<file path="config.mk">
export PLATFORM = sky130hd
export DESIGN_NAME = fifo_drain_reader
export DESIGN_NICKNAME = d
export VERILOG_FILES = /design/src/rtl/fifo_drain_reader.sv
export SDC_FILE = /design/constraint.sdc
export NUM_CORES = 1
export LEC_CHECK = 0
export CORE_MARGIN = 5
export CORE_UTILIZATION = 50
export CTS_CLUSTER_SIZE = 12
export DETAILED_ROUTE_END_ITERATION = 10
export GPL_TIMING_DRIVEN = 0
export PLACE_DENSITY = 0.82
export SLEW_MARGIN = 40
export SYNTH_ARGS = -nofsm -noshare
export SYNTH_HDL_FRONTEND = slang
export SYNTH_SLANG_ARGS = --single-unit
</file>
<file path="constraint.sdc">
create_clock -name clk -period 3.7 [get_ports clk]
set_input_delay 0.37 -clock clk [delete_from_list [all_inputs] [get_ports clk]]
set_output_delay 0.37 -clock clk [all_outputs]
set_load 0.02 [all_outputs]
</file>
<file path="src/rtl/fifo_drain_reader.sv">
// fifo_drain_reader: consumer-side engine for a 16-deep byte FIFO.
// It pops the FIFO in threshold-triggered bursts, or to empty on a flush request.
// Each popped byte is captured one cycle later into a small skid buffer.
// The buffer is presented downstream on a valid/ready stream.
module fifo_drain_reader #(
    parameter int DATA_W    = 8,
    parameter int CNT_W     = 5,
    parameter int THRESHOLD = 4,
    parameter int BUF_DEPTH = 2
) (
    input  logic              clk,
    input  logic              rstn,
    input  logic              fifo_empty,
    input  logic [CNT_W-1:0]  fifo_count,
    input  logic [DATA_W-1:0] fifo_data_out,
    output logic              pop,
    input  logic              flush_req,
    output logic              flush_done,
    output logic              m_valid,
    input  logic              m_ready,
    output logic [DATA_W-1:0] m_data,
    output logic              busy,
    output logic [15:0]       pop_cnt
);

    localparam int PTR_W = (BUF_DEPTH > 1) ? $clog2(BUF_DEPTH) : 1;
    localparam int OCC_W = $clog2(BUF_DEPTH + 1);

    typedef enum logic [1:0] {
        S_IDLE  = 2'd0,
        S_DRAIN = 2'd1,
        S_FLUSH = 2'd2
    } state_t;

    state_t              r_state;
    state_t              w_next_state;
    logic                r_inflight;
    logic [OCC_W-1:0]    r_occ;
    logic [PTR_W-1:0]    r_wr_ptr;
    logic [PTR_W-1:0]    r_rd_ptr;
    logic [DATA_W-1:0]   r_mem [BUF_DEPTH];
    logic [15:0]         r_pop_cnt;

    logic                w_pop;
    logic                w_deq;
    logic                w_credit_ok;
    logic                w_thresh_hit;
    logic                w_flush_clear;

    // Circular pointer advance; handles depths that are not a power of two.
    function automatic logic [PTR_W-1:0] ptr_inc(input logic [PTR_W-1:0] p);
        if (32'(p) == BUF_DEPTH - 1) begin
            return '0;
        end
        return p + 1'b1;
    endfunction

    // Credit counts bytes already buffered plus the one still on its way from the FIFO,
    // so a capture can never land in a full buffer.
    assign w_credit_ok   = (32'(r_occ) + 32'(r_inflight)) < 32'(BUF_DEPTH);
    assign w_thresh_hit  = 32'(fifo_count) >= 32'(THRESHOLD);
    assign w_flush_clear = fifo_empty && !r_inflight && (r_occ == '0);
    assign w_deq         = m_valid && m_ready;

    // FSM state register.
    always_ff @(posedge clk) begin
        if (rstn) begin
            r_state <= S_IDLE;
        end else begin
            r_state <= w_next_state;
        end
    end

    // FSM next-state: threshold starts a burst, flush overrides and runs to empty.
    always_comb begin
        w_next_state = r_state;
        case (r_state)
            S_IDLE: begin
                if (flush_req) begin
                    w_next_state = S_FLUSH;
                end else if (w_thresh_hit) begin
                    w_next_state = S_DRAIN;
                end
            end
            S_DRAIN: begin
                if (flush_req) begin
                    w_next_state = S_FLUSH;
                end else if (fifo_empty && !w_pop) begin
                    w_next_state = S_IDLE;
                end
            end
            S_FLUSH: begin
                if (w_flush_clear) begin
                    w_next_state = S_IDLE;
                end
            end
            default: w_next_state = S_IDLE;
        endcase
    end

    // FSM outputs: pop gated by state, FIFO flag and buffer credit; flush completion pulse.
    always_comb begin
        w_pop      = (r_state != S_IDLE) && !fifo_empty && w_credit_ok;
        flush_done = (r_state == S_FLUSH) && w_flush_clear;
        busy       = (r_state != S_IDLE) || (r_occ != '0) || r_inflight;
    end

    assign pop = w_pop;

    // Read-in-flight flag, buffer pointers/occupancy and pop counter.
    always_ff @(posedge clk) begin
        if (rstn) begin
            r_inflight <= 1'b0;
            r_occ      <= '0;
            r_wr_ptr   <= '0;
            r_rd_ptr   <= '0;
            r_pop_cnt  <= '0;
        end else begin
            r_inflight <= w_pop;
            if (r_inflight) begin
                r_wr_ptr <= ptr_inc(r_wr_ptr);
            end
            if (w_deq) begin
                r_rd_ptr <= ptr_inc(r_rd_ptr);
            end
            case ({r_inflight, w_deq})
                2'b10:   r_occ <= r_occ + 1'b1;
                2'b01:   r_occ <= r_occ - 1'b1;
                default: r_occ <= r_occ;
            endcase
            if (w_pop) begin
                r_pop_cnt <= r_pop_cnt + 16'd1;
            end
        end
    end

    // Buffer storage: the FIFO read data is valid the cycle after pop, so capture on inflight.
    always_ff @(posedge clk) begin
        if (r_inflight) begin
            r_mem[r_wr_ptr] <= fifo_data_out;
        end
    end

    assign m_valid = (r_occ != '0);
    assign m_data  = m_valid ? r_mem[r_rd_ptr] : '0;
    assign pop_cnt = r_pop_cnt;

endmodule

</file>
# Word level (Yosys, flattened, before mapping)
# Memory sizes are Yosys's and may differ from the RTL's. A register that Yosys moved wholly into a read port is not among the register bits.
# Index checks and enable logic that the tools add are counted.
# classes
n_addsub	6
magnitude_cmp	2
n_eq_ne	7
muxes	22
reduce_logical	18
# op_table
op	count
adder 16 x 1 -> 16 bit (second input constant)	1
2-to-1 mux 1 bit	14
2-to-1 mux 2 bit	5
2-to-1 mux 8 bit	1
logical AND 1 bit	7
inequality test 3 bit (second input constant)	2
one-hot mux 2 bit (3 select lines)	1
nonzero test 2 bit	3
greater-or-equal comparator 5 x 3 -> 1 bit (second input constant)	1
equality test 2 x 1 -> 1 bit (second input constant)	2
equality test 2 bit (second input constant)	2
logical NOT 2 bit	2
one-hot mux 2 bit (2 select lines)	1
adder 2 x 1 -> 3 bit	1
logical NOT 1 bit	3
less-than comparator 3 x 2 -> 1 bit (second input constant)	1
AND reduction 3 bit	1
adder 1 bit (second input constant)	2
adder 2 x 1 -> 2 bit (second input constant)	1
logical OR 1 bit	2
inequality test 2 bit (second input constant)	1
subtractor 2 x 1 -> 2 bit (second input constant)	1
# word_totals
reg_bits	23
ramBits	16
out_inout_bits	28
wordCells	62
memories	1
# memory_table
name	depth	word_bits	read_ports	rd_ports_with_merged_regs	write_ports	line	text
r_mem	2	8	1	1	1	41	logic [DATA_W-1:0] r_mem [BUF_DEPTH];

# Longest topological paths before layout
# Gate-level depths: netlist of the first run.
# depth
word_depth	8
mapped_depth	7
depth_no_buf	7

# Least setup slack after synthesis of the first run
# OpenSTA, ideal clock, no wires.
# synth_path
path_type	reg2out
start	register r_occ[0]
end	output port flush_done
arrival_ps	1546
required_ps	3330
slack_ps	1784
path_stages_with_launch	4
path_buffers	0
path_cell_list	dfxtp_1 > nor2_2 > inv_1 > nor4_1
# synth_between
elab_chain_len	3
# synth_rtl
element	line	text
start, declared	38	logic [OCC_W-1:0] r_occ;
start signal, assigned	127	2'b10: r_occ <= r_occ + 1'b1;
start signal, assigned	128	2'b01: r_occ <= r_occ - 1'b1;
start signal, assigned	129	default: r_occ <= r_occ;
logical NOT 2 bit	62	assign w_flush_clear = fifo_empty && !r_inflight && (r_occ == '0);
logical AND 1 bit	62	
logical AND 1 bit	104	flush_done = (r_state == S_FLUSH) && w_flush_clear;
end, declared	18	output logic flush_done,
# Every way passes these cells.

# Worst setup path in the final report of the first run
# layout_path
start	register r_occ[0]
end	output port busy
# layout_between
elab_chain_len	3
# layout_rtl
element	line	text
nonzero test 2 bit	105	busy = (r_state != S_IDLE) || (r_occ != '0) || r_inflight;
logical OR 1 bit (2 in series)	105	
end, declared	22	output logic busy,
# Every way passes these cells.

==> impl_results.rst, run 1 <==
.. list-table::
   :header-rows: 1

   * - Metric
     - Value
   * - Post-synthesis share of cell area spent on full adders, half adders and majority gates
     - 0.0148
   * - Routed length per instance
     - 14.2 um
   * - Parity-gate share of the synthesized area counting xor and xnor cells
     - 0.0570
   * - Worst Max-Slew Pin Slew
     - 0.688 ns
   * - Die W
     - 68.1 um
   * - Share of synthesized area occupied by flip-flops and latches
     - 0.568
   * - CTS tree
     - built
   * - Most used flip-flop cell after synthesis
     - sky130_fd_sc_hd__dfxtp_1
   * - Placed Instances
     - 245
   * - Net count after synthesis
     - 176
   * - Worst R2R End
     - r_occ[1]$_SDFFE_PP0P_
   * - Number of antenna-violating nets in the routed design
     - 0
   * - Async set or reset register ratio after synthesis
     - 0
   * - Clock tree root buffer cell
     - sky130_fd_sc_hd__clkbuf_4
   * - Number of storage elements in the synthesis netlist
     - 40
   * - Maximum Capacitance Violations
     - 0
   * - Post-synth EDFFs
     - 16
   * - Type of the setup path with the least slack
     - reg -> out
   * - Fmax achieved
     - 0.361 GHz
   * - Non-filler cells, final
     - 253
   * - Via density
     - around 5.3
   * - Worst path arrival time
     - approximately 2.4 ns
   * - Run status
     - finished clean
   * - Static leakage
     - 0.000770 uW
   * - Critical path data required time
     - 3.33 ns
   * - Largest area contributor in the netlist
     - sky130_fd_sc_hd__dfxtp_1
   * - Fraction of layout cells with a size suffix above 1
     - 0.0821
   * - Maximum level of the CTS H-tree
     - 2
   * - Largest vdd supply drop
     - ~230 uV
   * - Synth cell types
     - 32
   * - DR iter-0 viols
     - between 50 and 60
   * - Residual DRC
     - 0
   * - Layout net count
     - about 230
   * - Portion of synthesized cell area occupied by the leading cell type
     - 0.284
   * - Synthesized-area fraction occupied by ao, oa, aoi and oai cells
     - 0.0755
   * - Average footprint of a synthesized cell
     - 10.8 sq um
   * - Clock Tree Buf Depth
     - 2
   * - Unrepaired setup endpoints after global routing
     - no
   * - Die H
     - 68.1 um
   * - Post-route setup TNS
     - 0 ns
   * - Clock sinks
     - 40
   * - Combinational family with the most area after synthesis
     - simple AND/OR/NAND/NOR gates
   * - Global-route usage over all layers
     - 0.172
   * - Critical path endpoint category
     - primary output
   * - Pin count of the biggest net entering global routing
     - 14
   * - Fraction of synthesized area in multiplexers
     - 0.0592
   * - Area added between synthesis and finish
     - 33.6%
   * - Launch point of the worst reg-to-reg path
     - r_occ[0]$_SDFFE_PP0P_
   * - Portion of the clock cycle consumed by the worst path in the final layout
     - 0.748
   * - Number of max-slew violations in the final report
     - 0
   * - Clock insertion delay at the later pin of the skew report
     - roughly 0.33 ns
   * - Number of top-level design ports
     - 46
   * - Number of buffers inserted to repair setup after CTS
     - 0
   * - Simple-gate share of the synthesized area
     - 0.201
   * - Final Wtd Congestion
     - 0.773
   * - Final wirelength
     - 3590 um
   * - Number of buffers inserted during clock tree synthesis
     - 5
   * - Logic depth of the worst register-to-register path
     - 6
   * - Vias in the first global route
     - approximately 1400
   * - Worst setup endpoint
     - busy
   * - Number of fillers in the final layout
     - 266
   * - Synthesized instance count
     - between 150 and 200
   * - Die outline area
     - 4640 sq um
   * - Worst reg-to-reg setup slack
     - approximately 1.6 ns
   * - Shortest period the worst path allows
     - 2.77 ns
   * - Yosys warns
     - 0
   * - Critical Path Source
     - r_occ[0]$_SDFFE_PP0P_
   * - CORE AREA
     - 3310 sq um
   * - Skew final
     - 0.00743 ns
   * - Sort of element at the start of the critical path
     - flop
   * - P per Cell Area
     - 431 nW/um^2
   * - CTS resizes
     - 0
   * - Number of buffers inserted by port buffering
     - 43
   * - Worst min-delay path class
     - reg -> reg
   * - Top post-synthesis cells by area
     - sky130_fd_sc_hd__dfxtp_1 28%, sky130_fd_sc_hd__edfxtp_1 28%, sky130_fd_sc_hd__mux2i_1 5.9%
   * - Total of endpoints with negative setup slack in the final report
     - 0
   * - Cell area after technology mapping
     - 1690 sq um
   * - Number of iterations in the first detailed-routing pass
     - 4
   * - Top cells by instance count after synthesis
     - 24 x sky130_fd_sc_hd__dfxtp_1, 22 x sky130_fd_sc_hd__nor2_1, 16 x sky130_fd_sc_hd__edfxtp_1
   * - Cell with the most instances after synthesis
     - sky130_fd_sc_hd__dfxtp_1
   * - Initial Utilization
     - 0.511
   * - Residual overflow from global routing
     - 0
   * - Non-Filler Cell Area, Final
     - 2260 sq um
   * - Count of standard-cell rows
     - 21
   * - Clock Pin Slew Worst Setup and Hold Paths
     - between 0.1 and 0.15 ns
   * - Headroom to the max-slew limit
     - 0.540
   * - Placed inst area
     - 2180 sq um
   * - Vias after detailed routing
     - 1353
   * - Number of buffers added to fix hold violations after cts
     - 0
   * - Final Hold Viols
     - 0
   * - Wire length of the first global-routing pass
     - about 6000 um
   * - Worst Path Max Fanout
     - 10
   * - Total half-perimeter wirelength after legalization and detailed placement
     - 2720 um
   * - Inserted Diodes
     - 0
   * - Number of antenna violations at the first check in global routing
     - 0
==> cell families after synthesis <==
family	count (synthesis)
simple gates	63
fa+ha+maj	2
compound gates	21
xor+xnor	11
buf+inv	9
mux	10
flops	40
==> critical path, stage by stage (launching register included) <==
cell and delay, ns:
sky130_fd_sc_hd__dfxtp_1 0.40, sky130_fd_sc_hd__nor2_2 0.40, sky130_fd_sc_hd__inv_1 0.15, sky130_fd_sc_hd__or4_2 0.55, sky130_fd_sc_hd__clkdlybuf4s50_1 0.56
==> registers in the layout, indices dropped and copies added, names as in the netlist, named ones only <==
| name | flops |
|---|---|
| r_mem | 16 |
| r_occ | 2 |
| r_inflight | 1 |
| pop_cnt | 16 |
| r_state | 2 |
| r_rd_ptr | 1 |
| r_wr_ptr | 1 |
==> where the power goes <==
group | internal [uW] | switching [uW] | leakage, uW
clock network | 141 | 138 | 0.0000412
logic | 96.7 | 106 | 0.000389
registers | 475 | 15.9 | 0.000339
total | 713 | 260 | 0.000770
==> worst min-delay path by stage <==
stage | end | slack, ns | startpoint | cells after the start
6_report | pop_cnt[15]$_SDFFE_PP0P_ | 0.52 | pop_cnt[15]$_SDFFE_PP0P_ | 2
4_1_cts | pop_cnt[15]$_SDFFE_PP0P_ | 0.51 | pop_cnt[15]$_SDFFE_PP0P_ | 2
5_1_grt | pop_cnt[15]$_SDFFE_PP0P_ | 0.53 | pop_cnt[15]$_SDFFE_PP0P_ | 2
3_3_place_gp | pop_cnt[15]$_SDFFE_PP0P_ | 0.47 | pop_cnt[15]$_SDFFE_PP0P_ | 2
2_1_floorplan | pop_cnt[7]$_SDFFE_PP0P_ | 0.44 | rstn | 1
3_5_place_dp | pop_cnt[15]$_SDFFE_PP0P_ | 0.49 | pop_cnt[15]$_SDFFE_PP0P_ | 2
==> metal layers <==
| metal | global-route usage | part of all wire | up-vias | routed length, um |
|---|---|---|---|---|
| met5 | 0 | 0 | - | 0 |
| met1 | 0.187 | 0.40 | 649 | 1450 |
| met2 | 0.313 | 0.52 | 34 | 1880 |
| met3 | 0.0509 | 0.047 | 10 | 168 |
| li1 | - | - | 660 | - |
| met4 | 0.0620 | 0.027 | 0 | 97 |
==> cell type report <==
type,instances,area (sq um),share of cell area
flip-flops and latches,40,961,0.425
multi-input cells,107,688,0.305
repair buffers,43,430,0.191
well taps,46,57.6,0.0255
clock inverters,3,42.5,0.0188
clock buffers,5,37.5,0.0166
plain buffers,7,33.8,0.0150
inverters,2,7.51,0.00332
==> stage by stage <==
stage	hold slack [ns]	util	total power, uW	worst slack [ns]
floorplan	0.439	-	614	1.78
global placement	0.465	0.658	697	1.01
detailed placement	0.492	0.658	705	1.04
CTS	0.509	0.682	983	0.901
global route	0.530	0.682	1020	0.800
finish	0.519	0.682	973	0.933
==> layout by cell type (no fill, tap or decap), types with 2 or more instances in the layout <==
cell type | synthesis | final
sky130_fd_sc_hd__and2_1 | 3 | 3
sky130_fd_sc_hd__nor4_1 | 2 | 2
sky130_fd_sc_hd__a21oi_1 | 9 | 9
sky130_fd_sc_hd__clkbuf_1 | 6 | 6
sky130_fd_sc_hd__and4_1 | 2 | 2
sky130_fd_sc_hd__clkbuf_4 | 0 | 5
sky130_fd_sc_hd__dfxtp_1 | 24 | 24
sky130_fd_sc_hd__inv_1 | 2 | 2
sky130_fd_sc_hd__ha_1 | 2 | 2
sky130_fd_sc_hd__o21ai_0 | 8 | 8
sky130_fd_sc_hd__nor2_1 | 22 | 22
sky130_fd_sc_hd__edfxtp_1 | 16 | 16
sky130_fd_sc_hd__xor2_1 | 6 | 6
sky130_fd_sc_hd__mux2i_1 | 10 | 10
sky130_fd_sc_hd__and2_2 | 2 | 2
sky130_fd_sc_hd__nand2_1 | 6 | 6
sky130_fd_sc_hd__or3_1 | 8 | 8
sky130_fd_sc_hd__nand4_1 | 6 | 6
sky130_fd_sc_hd__clkdlybuf4s50_1 | 0 | 43
sky130_fd_sc_hd__and3_1 | 2 | 2
sky130_fd_sc_hd__nand3_1 | 3 | 3
sky130_fd_sc_hd__xnor2_1 | 5 | 5
Note: power is estimated with default switching activity, not from simulation.
==> run 2, diff against run 1 <==
- CORE_UTILIZATION: 50 -> 47
- PLACE_DENSITY: 0.82 -> 0.78
- clock period: 3.7 -> 2.84 ns (I/O delays scaled with it)
==> run 2 against run 1 <==
  * Combinational power grew 31%
  * Highest routed layer unchanged
  * Sequential share of layout area shrank 0.094 points
  * Core utilization is 2.0 points lower
  * Sequential power rose by 30%
  * Die area is 5.4% higher
  * Via count rose by 0.67%
  * Clock power grew 30%
  * Count of clock-buffer cells in the layout unchanged
  * Critical path type unchanged
  * Register-to-register slack lost 0.73 ns
  * Routed wire length grew 0.67%
  * Non-clock buffer count is the same
  * Largest cell class unchanged
==> impl_results.rst, run 2 (synthesis gave the netlist of run 1 again) <==
.. list-table::
   :header-rows: 1

   * - Metric
     - Value
   * - Run status
     - finished clean
   * - Most frequent standard cell in the layout excluding fill and tap cells
     - sky130_fd_sc_hd__clkdlybuf4s50_1
   * - Total half-perimeter wirelength after legalization and detailed placement
     - 2640 um (-2.9%)
   * - Number of antenna violations at the first check in global routing
     - 0 (unchanged)
   * - Initial Utilization
     - 0.495 (-0.0157)
   * - Static leakage
     - 0.000772 uW (+0.27%)
   * - Sw frac
     - 0.267 (-0.000694)
   * - Worst path arrival time
     - 2.28 ns (-0.12 ns)
   * - Area added between synthesis and finish
     - 33.9%
   * - Worst Path Max Fanout
     - 10 (unchanged)
   * - Final worst slack
     - 0.281 ns (-0.652 ns)
   * - WHS
     - 0.512 ns (-0.00784 ns)
   * - Clock Tree Buf Depth
     - 2 (unchanged)
   * - Commonest non-fill, non-tap cells in the layout
     - 43 x sky130_fd_sc_hd__clkdlybuf4s50_1, 24 x sky130_fd_sc_hd__dfxtp_1, 22 x sky130_fd_sc_hd__nor2_1
   * - Total net switching power
     - 338 uW (+30%)
   * - Via density
     - 5.38 (+0.67%)
   * - Number of buffers inserted during clock tree synthesis
     - 5 (unchanged)
   * - Number of buffers inserted to repair setup after CTS
     - 0 (unchanged)
   * - Number of antenna-violating nets in the routed design
     - 0 (unchanged)
   * - Headroom to the max-slew limit
     - 0.566 (+0.0259)
   * - Die outline area
     - 4900 sq um (+5.4%)
   * - CORE AREA
     - 3420 sq um (+3.2%)
   * - Maximum Capacitance Violations
     - 0 (unchanged)
   * - DR iter-0 viols
     - 70 (+32%)
   * - Clock sinks
     - 40 (unchanged)
   * - Wire length of the first global-routing pass
     - 6190 um (+2.5%)
   * - Count of standard-cell rows
     - 21 (unchanged)
   * - Combinational Power Share
     - 0.209 (about the same)
   * - Clock Pin Slew Worst Setup and Hold Paths
     - 0.11 ns (about the same)
   * - Residual overflow from global routing
     - 0 (unchanged)
   * - Inserted Diodes
     - 0 (unchanged)
   * - Number of top-level design ports
     - 46 (unchanged)
   * - Clock tree root buffer cell
     - sky130_fd_sc_hd__clkbuf_4
   * - Vias after detailed routing
     - 1362 (+0.67%)
   * - Clock share of power
     - 0.286 (about the same)
   * - Layout net count
     - 226 (unchanged)
   * - Fmax achieved
     - between 0.3 and 0.4 GHz
   * - Final wirelength
     - 3620 um (+0.67%)
   * - Largest vdd supply drop
     - 274 uV (+18%)
   * - Maximum level of the CTS H-tree
     - 2 (unchanged)
   * - Sort of element at the start of the critical path
     - flop
   * - Critical path data required time
     - 2.56 ns (-0.77 ns)
   * - Post-route setup TNS
     - 0 ns (unchanged)
   * - Worst Max-Slew Pin Slew
     - 0.649 ns (-0.0386 ns)
   * - Type of the setup path with the least slack
     - reg -> out
   * - Vias in the first global route
     - 1376 (-1.8%)
   * - Routed length per instance
     - 14.3 um (+0.67%)
   * - Shortest period the worst path allows
     - 2.56 ns
   * - Proportion of power drawn by flip-flops and latches
     - 0.505 (about the same)
   * - Critical path endpoint category
     - primary output
   * - Die W
     - 70.0 um (+2.7%)
   * - Number of max-slew violations in the final report
     - 0 (unchanged)
   * - Die H
     - 70.0 um (+2.7%)
   * - Fraction of layout cells with a size suffix above 1
     - 0.0821 (unchanged)
   * - P_int
     - 930 uW (+31%)
   * - Number of fillers in the final layout
     - 267 (+0.38%)
   * - Unrepaired setup endpoints after global routing
     - no
   * - CTS tree
     - built
   * - Pin count of the biggest net entering global routing
     - 14 (unchanged)
   * - P per Cell Area
     - 560 nW/um^2 (+30%)
   * - Number of buffers added to fix hold violations after cts
     - 0 (unchanged)
   * - Setup Slack @ Placement
     - 0.343 ns (-0.701 ns)
   * - Total of endpoints with negative setup slack in the final report
     - 0 (unchanged)
   * - Number of iterations in the first detailed-routing pass
     - 4 (unchanged)
   * - Final Wtd Congestion
     - 0.721 (-6.8%)
   * - Skew final
     - 0.00669 ns (-0.000746 ns)
   * - Clock insertion delay at the later pin of the skew report
     - 0.34 ns (about the same)
   * - Global-route usage over all layers
     - 0.157 (-0.0152)
   * - Number of buffers inserted by port buffering
     - 43 (unchanged)
   * - Worst min-delay path class
     - in -> reg
   * - Residual DRC
     - 0 (unchanged)
   * - Portion of the clock cycle consumed by the worst path in the final layout
     - 0.901
   * - Final Hold Viols
     - 0 (unchanged)
==> run 2: changes by cell type in the layout (fill, tap and decap cells not counted) <==
cell / previous run / this run
sky130_fd_sc_hd__nor2_2: 1 / 0
sky130_fd_sc_hd__nor2_4: 0 / 1
==> run 2: area by class of cell <==
cell class / count / area (sq um) / share of cell area
Sequential cell: 40 / 961 / 0.425
Buffer: 7 / 33.8 / 0.0149
Inverter: 2 / 7.51 / 0.00332
Multi-Input combinational cell: 107 / 693 / 0.306
Tap cell: 46 / 57.6 / 0.0254
Timing Repair Buffer: 43 / 430 / 0.190
Clock buffer: 5 / 37.5 / 0.0166
Clock inverter: 3 / 42.5 / 0.0188
==> run 2: critical path, stage by stage (launching register included) <==
cell                              delay, ns
sky130_fd_sc_hd__dfxtp_1               0.41
sky130_fd_sc_hd__nor2_4                0.30
sky130_fd_sc_hd__inv_1                 0.13
sky130_fd_sc_hd__or4_2                 0.54
sky130_fd_sc_hd__clkdlybuf4s50_1       0.55
==> run 2: worst paths after layout <==
kind	startpoint	end	slack, ns	cells after the start
setup reg to reg	r_occ[0]$_SDFFE_PP0P_	r_occ[1]$_SDFFE_PP0P_	0.84	6
hold / removal	flush_req	r_state[0]$_SDFFE_PP0P_	0.51	2
setup / recovery	r_occ[0]$_SDFFE_PP0P_	busy	0.28	4
hold reg to reg	pop_cnt[11]$_SDFFE_PP0P_	pop_cnt[11]$_SDFFE_PP0P_	0.51	2
==> run 2: routing by layer <==
| metal | GRT usage | wire [um] | vias up |
|---|---|---|---|
| li1 | - | - | 662 |
| met1 | 0.172 | 1500 | 645 |
| met2 | 0.280 | 1870 | 44 |
| met3 | 0.0387 | 151 | 11 |
| met4 | 0.0766 | 100 | 0 |
| met5 | 0 | 0 | - |
==> run 2: power groups by stage <==
stage	sequential, uW	combinational (uW)	clock [uW]
floorplan	651	149	0
global placement	650	258	0
detailed placement	652	264	0
CTS	639	267	374
global route	644	286	408
finish	640	265	363
==> run 2: timing repair <==
action,in CTS,in global routing
setup endpoints to repair,0,1
gates resized for setup,0,1
endpoints found under the hold margin,0,0
==> run 2: metrics by stage <==
| step | instances | area (sq um) | power (uW) | utilization |
|---|---|---|---|---|
| after global placement | 245 | 2180 | 908 | 0.638 |
| after detailed placement | 245 | 2180 | 916 | 0.638 |
| after floorplan | 156 | 1690 | 800 | - |
| final | 253 | 2260 | 1270 | 0.663 |
| after global routing | 253 | 2260 | 1340 | 0.663 |
| after CTS | 253 | 2260 | 1280 | 0.661 |
